## config.mk

```make
export PLATFORM = sky130hd
export DESIGN_NAME = dot_product_accumulator
export DESIGN_NICKNAME = d
export VERILOG_FILES = /design/src/rtl/dot_product_accumulator.sv
export SDC_FILE = /design/constraint.sdc
export NUM_CORES = 1
export LEC_CHECK = 0
export CAP_MARGIN = 40
export CORE_ASPECT_RATIO = 1.1
export CORE_MARGIN = 2
export CORE_UTILIZATION = 35
export DETAILED_ROUTE_END_ITERATION = 10
export SLEW_MARGIN = 20
export SYNTH_ARGS = -nofsm -noshare
export SYNTH_HDL_FRONTEND = slang
export SYNTH_SLANG_ARGS = --single-unit
```

## constraint.sdc

```tcl
create_clock -name clk -period 9.68 [get_ports clk]
set_clock_uncertainty 0.2 [all_clocks]
set_input_delay 2.904 -clock clk [delete_from_list [all_inputs] [get_ports clk]]
set_output_delay 2.904 -clock clk [all_outputs]
set_load 0.05 [all_outputs]
```

## src/rtl/dot_product_accumulator.sv

```systemverilog
// dot_product_accumulator
//
// Sums a stream of unsigned products (from the pipelined Vedic multiplier)
// into one dot-product element of the matrix multiplier. After cfg_len terms
// the finished sum is published on acc_out with a one-cycle acc_valid pulse
// and a sticky overflow flag. The next dot product may start in the very
// cycle the result is published, so results can stream back-to-back.
//
// Ports:
//   clk         in   1        rising-edge clock
//   reset       in   1        synchronous, active-high reset
//   cfg_len     in   LEN_W    terms per dot product (0 acts as 1), sampled on term 1
//   clear       in   1        synchronous abort of the partial sum, no result
//   prod        in   PROD_W   unsigned product
//   prod_valid  in   1        qualifier for prod
//   acc_out     out  ACC_W    last finished sum, held until the next result
//   acc_valid   out  1        one-cycle pulse marking a new acc_out
//   overflow    out  1        a carry left ACC_W during the published dot product
//   busy        out  1        a dot product is partially accumulated

module dot_product_accumulator #(
   parameter int PROD_W = 32,
   parameter int ACC_W  = 40,
   parameter int LEN_W  = 8
) (
   input  logic              clk,
   input  logic              reset,
   input  logic [LEN_W-1:0]  cfg_len,
   input  logic              clear,
   input  logic [PROD_W-1:0] prod,
   input  logic              prod_valid,
   output logic [ACC_W-1:0]  acc_out,
   output logic              acc_valid,
   output logic              overflow,
   output logic              busy
);

   typedef enum logic {IDLE, ACCUM} state_t;

   state_t             state;
   state_t             next_state;

   logic [ACC_W-1:0]   acc;
   logic [LEN_W-1:0]   cnt;
   logic [LEN_W-1:0]   len_q;
   logic               ovf_q;

   logic [LEN_W-1:0]   eff_len;
   logic [LEN_W-1:0]   cur_len;
   logic [LEN_W-1:0]   cnt_next;
   logic [ACC_W:0]     sum;
   logic               last;

   // A zero length would never terminate, so it is promoted to one term.
   // While idle the incoming term is term 1, so its length comes straight
   // from cfg_len; during accumulation the latched length is used.
   assign eff_len  = (cfg_len == '0) ? LEN_W'(1) : cfg_len;
   assign cur_len  = (state == IDLE) ? eff_len : len_q;
   assign cnt_next = cnt + 1'b1;
   assign last     = (cnt_next == cur_len);

   // One extra bit captures the carry out of the accumulator width.
   assign sum = {1'b0, acc} + {{(ACC_W + 1 - PROD_W){1'b0}}, prod};

   // State register.
   always_ff @(posedge clk) begin
      if (reset)
         state <= IDLE;
      else
         state <= next_state;
   end

   // Next-state logic: an abort or the last term always returns to IDLE;
   // a non-final term (including term 1) moves into or stays in ACCUM.
   always_comb begin
      next_state = state;
      if (clear)
         next_state = IDLE;
      else if (prod_valid)
         next_state = last ? IDLE : ACCUM;
   end

   // Output logic: busy is a pure decode of the registered state.
   always_comb begin
      busy = (state == ACCUM);
   end

   // Datapath. The final term is never written into acc: its sum goes
   // directly to acc_out, and acc restarts at zero so the following cycle
   // can already accept term 1 of the next dot product. acc_out and
   // overflow are only touched when a result is published or on reset.
   always_ff @(posedge clk) begin
      if (reset) begin
         acc       <= '0;
         cnt       <= '0;
         len_q     <= '0;
         ovf_q     <= 1'b0;
         acc_out   <= '0;
         acc_valid <= 1'b0;
         overflow  <= 1'b0;
      end else begin
         acc_valid <= 1'b0;
         if (clear) begin
            acc   <= '0;
            cnt   <= '0;
            ovf_q <= 1'b0;
         end else if (prod_valid) begin
            if (last) begin
               acc_out   <= sum[ACC_W-1:0];
               overflow  <= ovf_q | sum[ACC_W];
               acc_valid <= 1'b1;
               acc       <= '0;
               cnt       <= '0;
               ovf_q     <= 1'b0;
            end else begin
               acc   <= sum[ACC_W-1:0];
               cnt   <= cnt_next;
               ovf_q <= ovf_q | sum[ACC_W];
               if (state == IDLE)
                  len_q <= eff_len;
            end
         end
      end
   end

endmodule

```

[Word-level counts from Yosys, hierarchy flattened]
Index checks and enable logic that the tools add are counted.
Storage, ports and cells
  input port bits: 44
  ROM bits: 0
  bits in latches: 0
  output and inout port bits: 43
  logic and storage cells: 27
  register bits: 100
  bits in writable memories: 0
  memories: 0
Cells by class
  add/subtract/negate cells: 2
  eq/ne operators: 1
  multipliers: 0
  $lt $le $gt $ge: 0
  bitwise logic cells: 4
  div/mod/pow operators: 0
  reduce and logical (&&, ||, !) cells: 5
  shift operators: 0
  multiplexer cells: 7
Operators by type and width (number)
  $add A40 B32 Y41: 1
  $mux W40: 1
  $mux W8: 3
  $add A8 B1 Y8 const B: 1
  $eq A8 B8 Y1: 1
  $logic_not A8 Y1: 1
  $reduce_and A3 Y1: 2
  $mux W1: 3
  $not A1 Y1: 3
  $reduce_or A3 Y1: 1
  $reduce_or A2 Y1: 1
  $or A1 B1 Y1: 1

[Logic depth before layout (Yosys ltp)]
  depth after elaboration: 6
  gate-level depth with buffers: 12
  depth with buffers taken out: 11

[Least setup slack after synthesis]
No wires, ideal clock.
  kind: input port to flip-flop
  start: input prod[0]
  end: register acc_out[36]
  setup time: 0.086 ns
  path buffers: 0
  arrival time: 5.425 ns
  stages on the path: 11
  path slack: 3.969 ns
  cells stage by stage: ha_1 > fa_1 > a21o_1 > a221oi_2 > o31ai_1 > a21bo_2 > a21o_1 > o41a_1 > nand3_1 > xnor2_1 > a211oi_1
Between the ends
  cells in the longest elaborated chain, start to end: 1
Ends and longest elaborated chain
  start, declared: RTL line 30  | input logic [PROD_W-1:0] prod,
  $add A40 B32 Y41: RTL line 63  | assign sum = {1'b0, acc} + {{(ACC_W + 1 - PROD_W){1'b0}}, prod};
  end signal, assigned: RTL line 109  | acc_out <= sum[ACC_W-1:0];
  end, declared: RTL line 32  | output logic [ACC_W-1:0] acc_out,
Every way passes these cells.
A chain may end at the register's enable or synchronous reset.

[Final worst setup path]
  start: input cfg_len[5]
  end: register acc_out[27]
Between the ends
  cells in the longest elaborated chain, start to end: 5
Ends and longest elaborated chain
  start, declared: RTL line 28  | input logic [LEN_W-1:0] cfg_len,
  $logic_not A8 Y1: RTL line 57  | assign eff_len = (cfg_len == '0) ? LEN_W'(1) : cfg_len;
  $mux W8 (*): RTL line 57
  $mux W8 (*)
  $eq A8 B8 Y1 (*): RTL line 60  | assign last = (cnt_next == cur_len);
  $reduce_and A3 Y1 (no source line) (*)
Mark *: on every way between the ends. The rest lies on a longest branch, timed or not.

==> flow_metrics.py <==
metrics = {
    "outcome": {
        "outcome": "finished, final reports clean",
    },
    "floorplan": {
        "die_h_um": 140,
        "rows": 49,
        "die_area_um2": 17800,
        "core_um2": 16400,
        "start_util": 0.358,
        "die-width_um": 127,
        "ios": 87,
    },
    "sta": {
        "finalCriticalPeriod_ns": 6.32,
        "max_freq_mhz": 158,
        "setup_tns_ns": 0,
        "setup_viol": 0,
        "rsz0062_at_grt": "no",
        "hold_viol": 0,
        "maxSlewViolCount": 0,
        "post-route-period-util": 0.653,
        "worst_slack_ns": 3.36,
        "tightestPinTransition_ns": 0.824,
        "slew_headroom": 0.449,
    },
    "min_path": {
        "min_path_type": "flip-flop to flip-flop",
    },
    "clock_tree": {
        "cts_resized": 0,
        "post_cts_buffers": 0,
        "ctsHoldBuffers": 0,
        "clockRootBuffer": "clkbuf_16",
        "numClockSinks": 100,
        "htreeDepth": 3,
        "cts_tree": "yes",
        "insertion_delay_ns": 0.36,
        "cts_buffers": 9,
        "clkSlewWorstSetupHoldPaths_ns": 0.07,
        "clk_path_buf_depth": 2,
    },
    "pwr": {
        "p_leak_uw": 0.00277,
        "ir_drop_uv": 87.9,
        "total_power_uw": 933,
        "power.density_nw_per_um2": 130,
    },
    "global_route": {
        "grt_max_degree": 58,
        "overflow": 0,
        "grtUsageTotal": 0.182,
        "grt_pass1_wl_um": 26300,
        "grt_pass1_vias": 5274,
        "antenna_found_initial": 0,
    },
    "placed_design": {
        "pre_cts_slack_ns": 3.01,
        "place_congestion": 0.890,
        "io_buffers": 86,
        "dp_hpwl_um": 11700,
        "dpl_cell_area_um2": 6890,
    },
    "logic_synthesis": {
        "synth_warnings": 0,
        "synth_top_area_share": 0.342,
        "ys_seq_area_frac": 0.342,
        "yosys-top-cells-area": "dfxtp_1 34%, a21oi_1 7.3%, ha_1 7.1%, nand2_1 6.5%, xnor2_1 4.9%",
        "netlist_area_um2": 5860,
        "syn_inst": 734,
        "synth_ff_type": "dfxtp_1",
        "yosysMostFrequentCell": "nand2_1",
        "synth.ff_latch_count": 100,
        "async_flop_share": 0,
        "synth_top_cells_by_count": "102 x nand2_1, 100 x dfxtp_1, 85 x a21oi_1, 67 x nor2_1, 34 x o21ai_0",
        "yosys.area.top_type": "dfxtp_1",
        "synth.distinct_cells": 61,
        "synth_nets": 812,
        "synth_edf_count": 0,
        "syn_area_per_cell_um2": 7.98,
    },
    "setup_path": {
        "critPathKind": "input pin to flip-flop",
        "worstSetupEndpointType": "flip-flop",
        "cp-start-kind": "input pin",
        "crit_arrival_ns": 6.42,
        "crit_required_ns": 9.78,
        "critical_path_peak_fanout": 25,
    },
    "route": {
        "ant_nets": 0,
        "via_per_inst": 5.35,
        "wl_per_cell_um": 15.8,
        "drc": 0,
        "drtIter0Drc": 249,
        "firstDrtPassIters": 6,
        "routed_wl_um": 16000,
        "vias": 5401,
    },
    "cells_and_area": {
        "area_growth_pct": 22.4,
        "drive_gt1_frac": 0.0497,
        "nets": 878,
        "seq_area_um2": 2000,
        "postLayoutCoreUtil": 0.438,
        "fillCellCount": 1678,
        "final_area_um2": 7170,
        "multi_input_area_um2": 3630,
        "diodes": 0,
    },
    "flow_run": {
        "cap_viol_max_count": 0,
    },
}
## area by class of cell
class / instances / share of cell area
clock buffers: 9 / 0.0314
multi-input cells: 578 / 0.506
flip-flops and latches: 100 / 0.279
well taps: 204 / 0.0356
repair buffers: 96 / 0.131
clock inverters: 7 / 0.00803
inverters: 15 / 0.00785
## layer usage
| layer | wire length, um | track usage |
|---|---|---|
| met5 | 0 | 0 |
| met4 | 368 | 0.0677 |
| met3 | 604 | 0.0261 |
| met2 | 7540 | 0.307 |
| met1 | 7470 | 0.234 |
## critical path, cell delays in order
cell and delay (ns):
clkdlybuf4s50_1 0.44, mux2i_1 0.30, or4b_1 0.47, o211a_1 0.15, a211oi_2 0.25, o2111ai_2 0.15
buf_4 0.26, or3_1 0.62, buf_4 0.32, or4_1 0.47, nand3_1 0.08
## cells by family after synthesis
kind of cell,share of synthesized area
simple gates,0.202
compound gates,0.238
flops,0.342
buf+inv,0.0382
xor+xnor,0.0718
fa+ha+maj,0.0739
mux,0.0342
## where the power goes
| part | internal [uW] | switching [uW] |
|---|---|---|
| Clock | 178 | 170 |
| Sequential | 420 | 5.93 |
| Combinational | 68.1 | 91.3 |
## cell usage in the layout (no fill, tap or decap), types with 8 or more instances in the layout
| master | count |
|---|---|
| nand3_1 | 29 |
| xnor2_1 | 33 |
| and3_1 | 9 |
| a211oi_1 | 11 |
| clkbuf_16 | 9 |
| ha_1 | 33 |
| xor2_1 | 15 |
| o21ai_0 | 34 |
| a21o_1 | 20 |
| inv_1 | 15 |
| a21oi_1 | 85 |
| nand2_1 | 102 |
| a22oi_1 | 8 |
| nor3_1 | 9 |
| mux2i_1 | 20 |
| a22o_1 | 9 |
| clkdlybuf4s50_1 | 85 |
| dfxtp_1 | 100 |
| buf_4 | 8 |
| nor2_1 | 67 |
## worst paths after layout
check / start / end / slack (ns) / cells past startpoint
worst min register to register: acc_out[20] / acc_out[20] / 0.25 / 2
worst max-delay path: cfg_len[5] / acc_out[27] / 3.36 / 11
worst max register to register: busy / acc_out[27] / 5.51 / 10
worst min-delay path: acc_out[20] / acc_out[20] / 0.25 / 2
## stage by stage
stage | cells | hold slack [ns]
floorplan | 734 | 0.229
global placement | 989 | 0.243
detailed placement | 993 | 0.243
CTS | 1009 | 0.253
global route | 1009 | 0.277
finish | 1009 | 0.250
## registers in the layout, indices dropped and copies added (netlist names)
name / count
acc: 40
acc_out: 40
acc_valid: 1
busy: 1
cnt: 8
len_q: 8
overflow: 1
ovf_q: 1
Power figures use the tool's default switching activity.
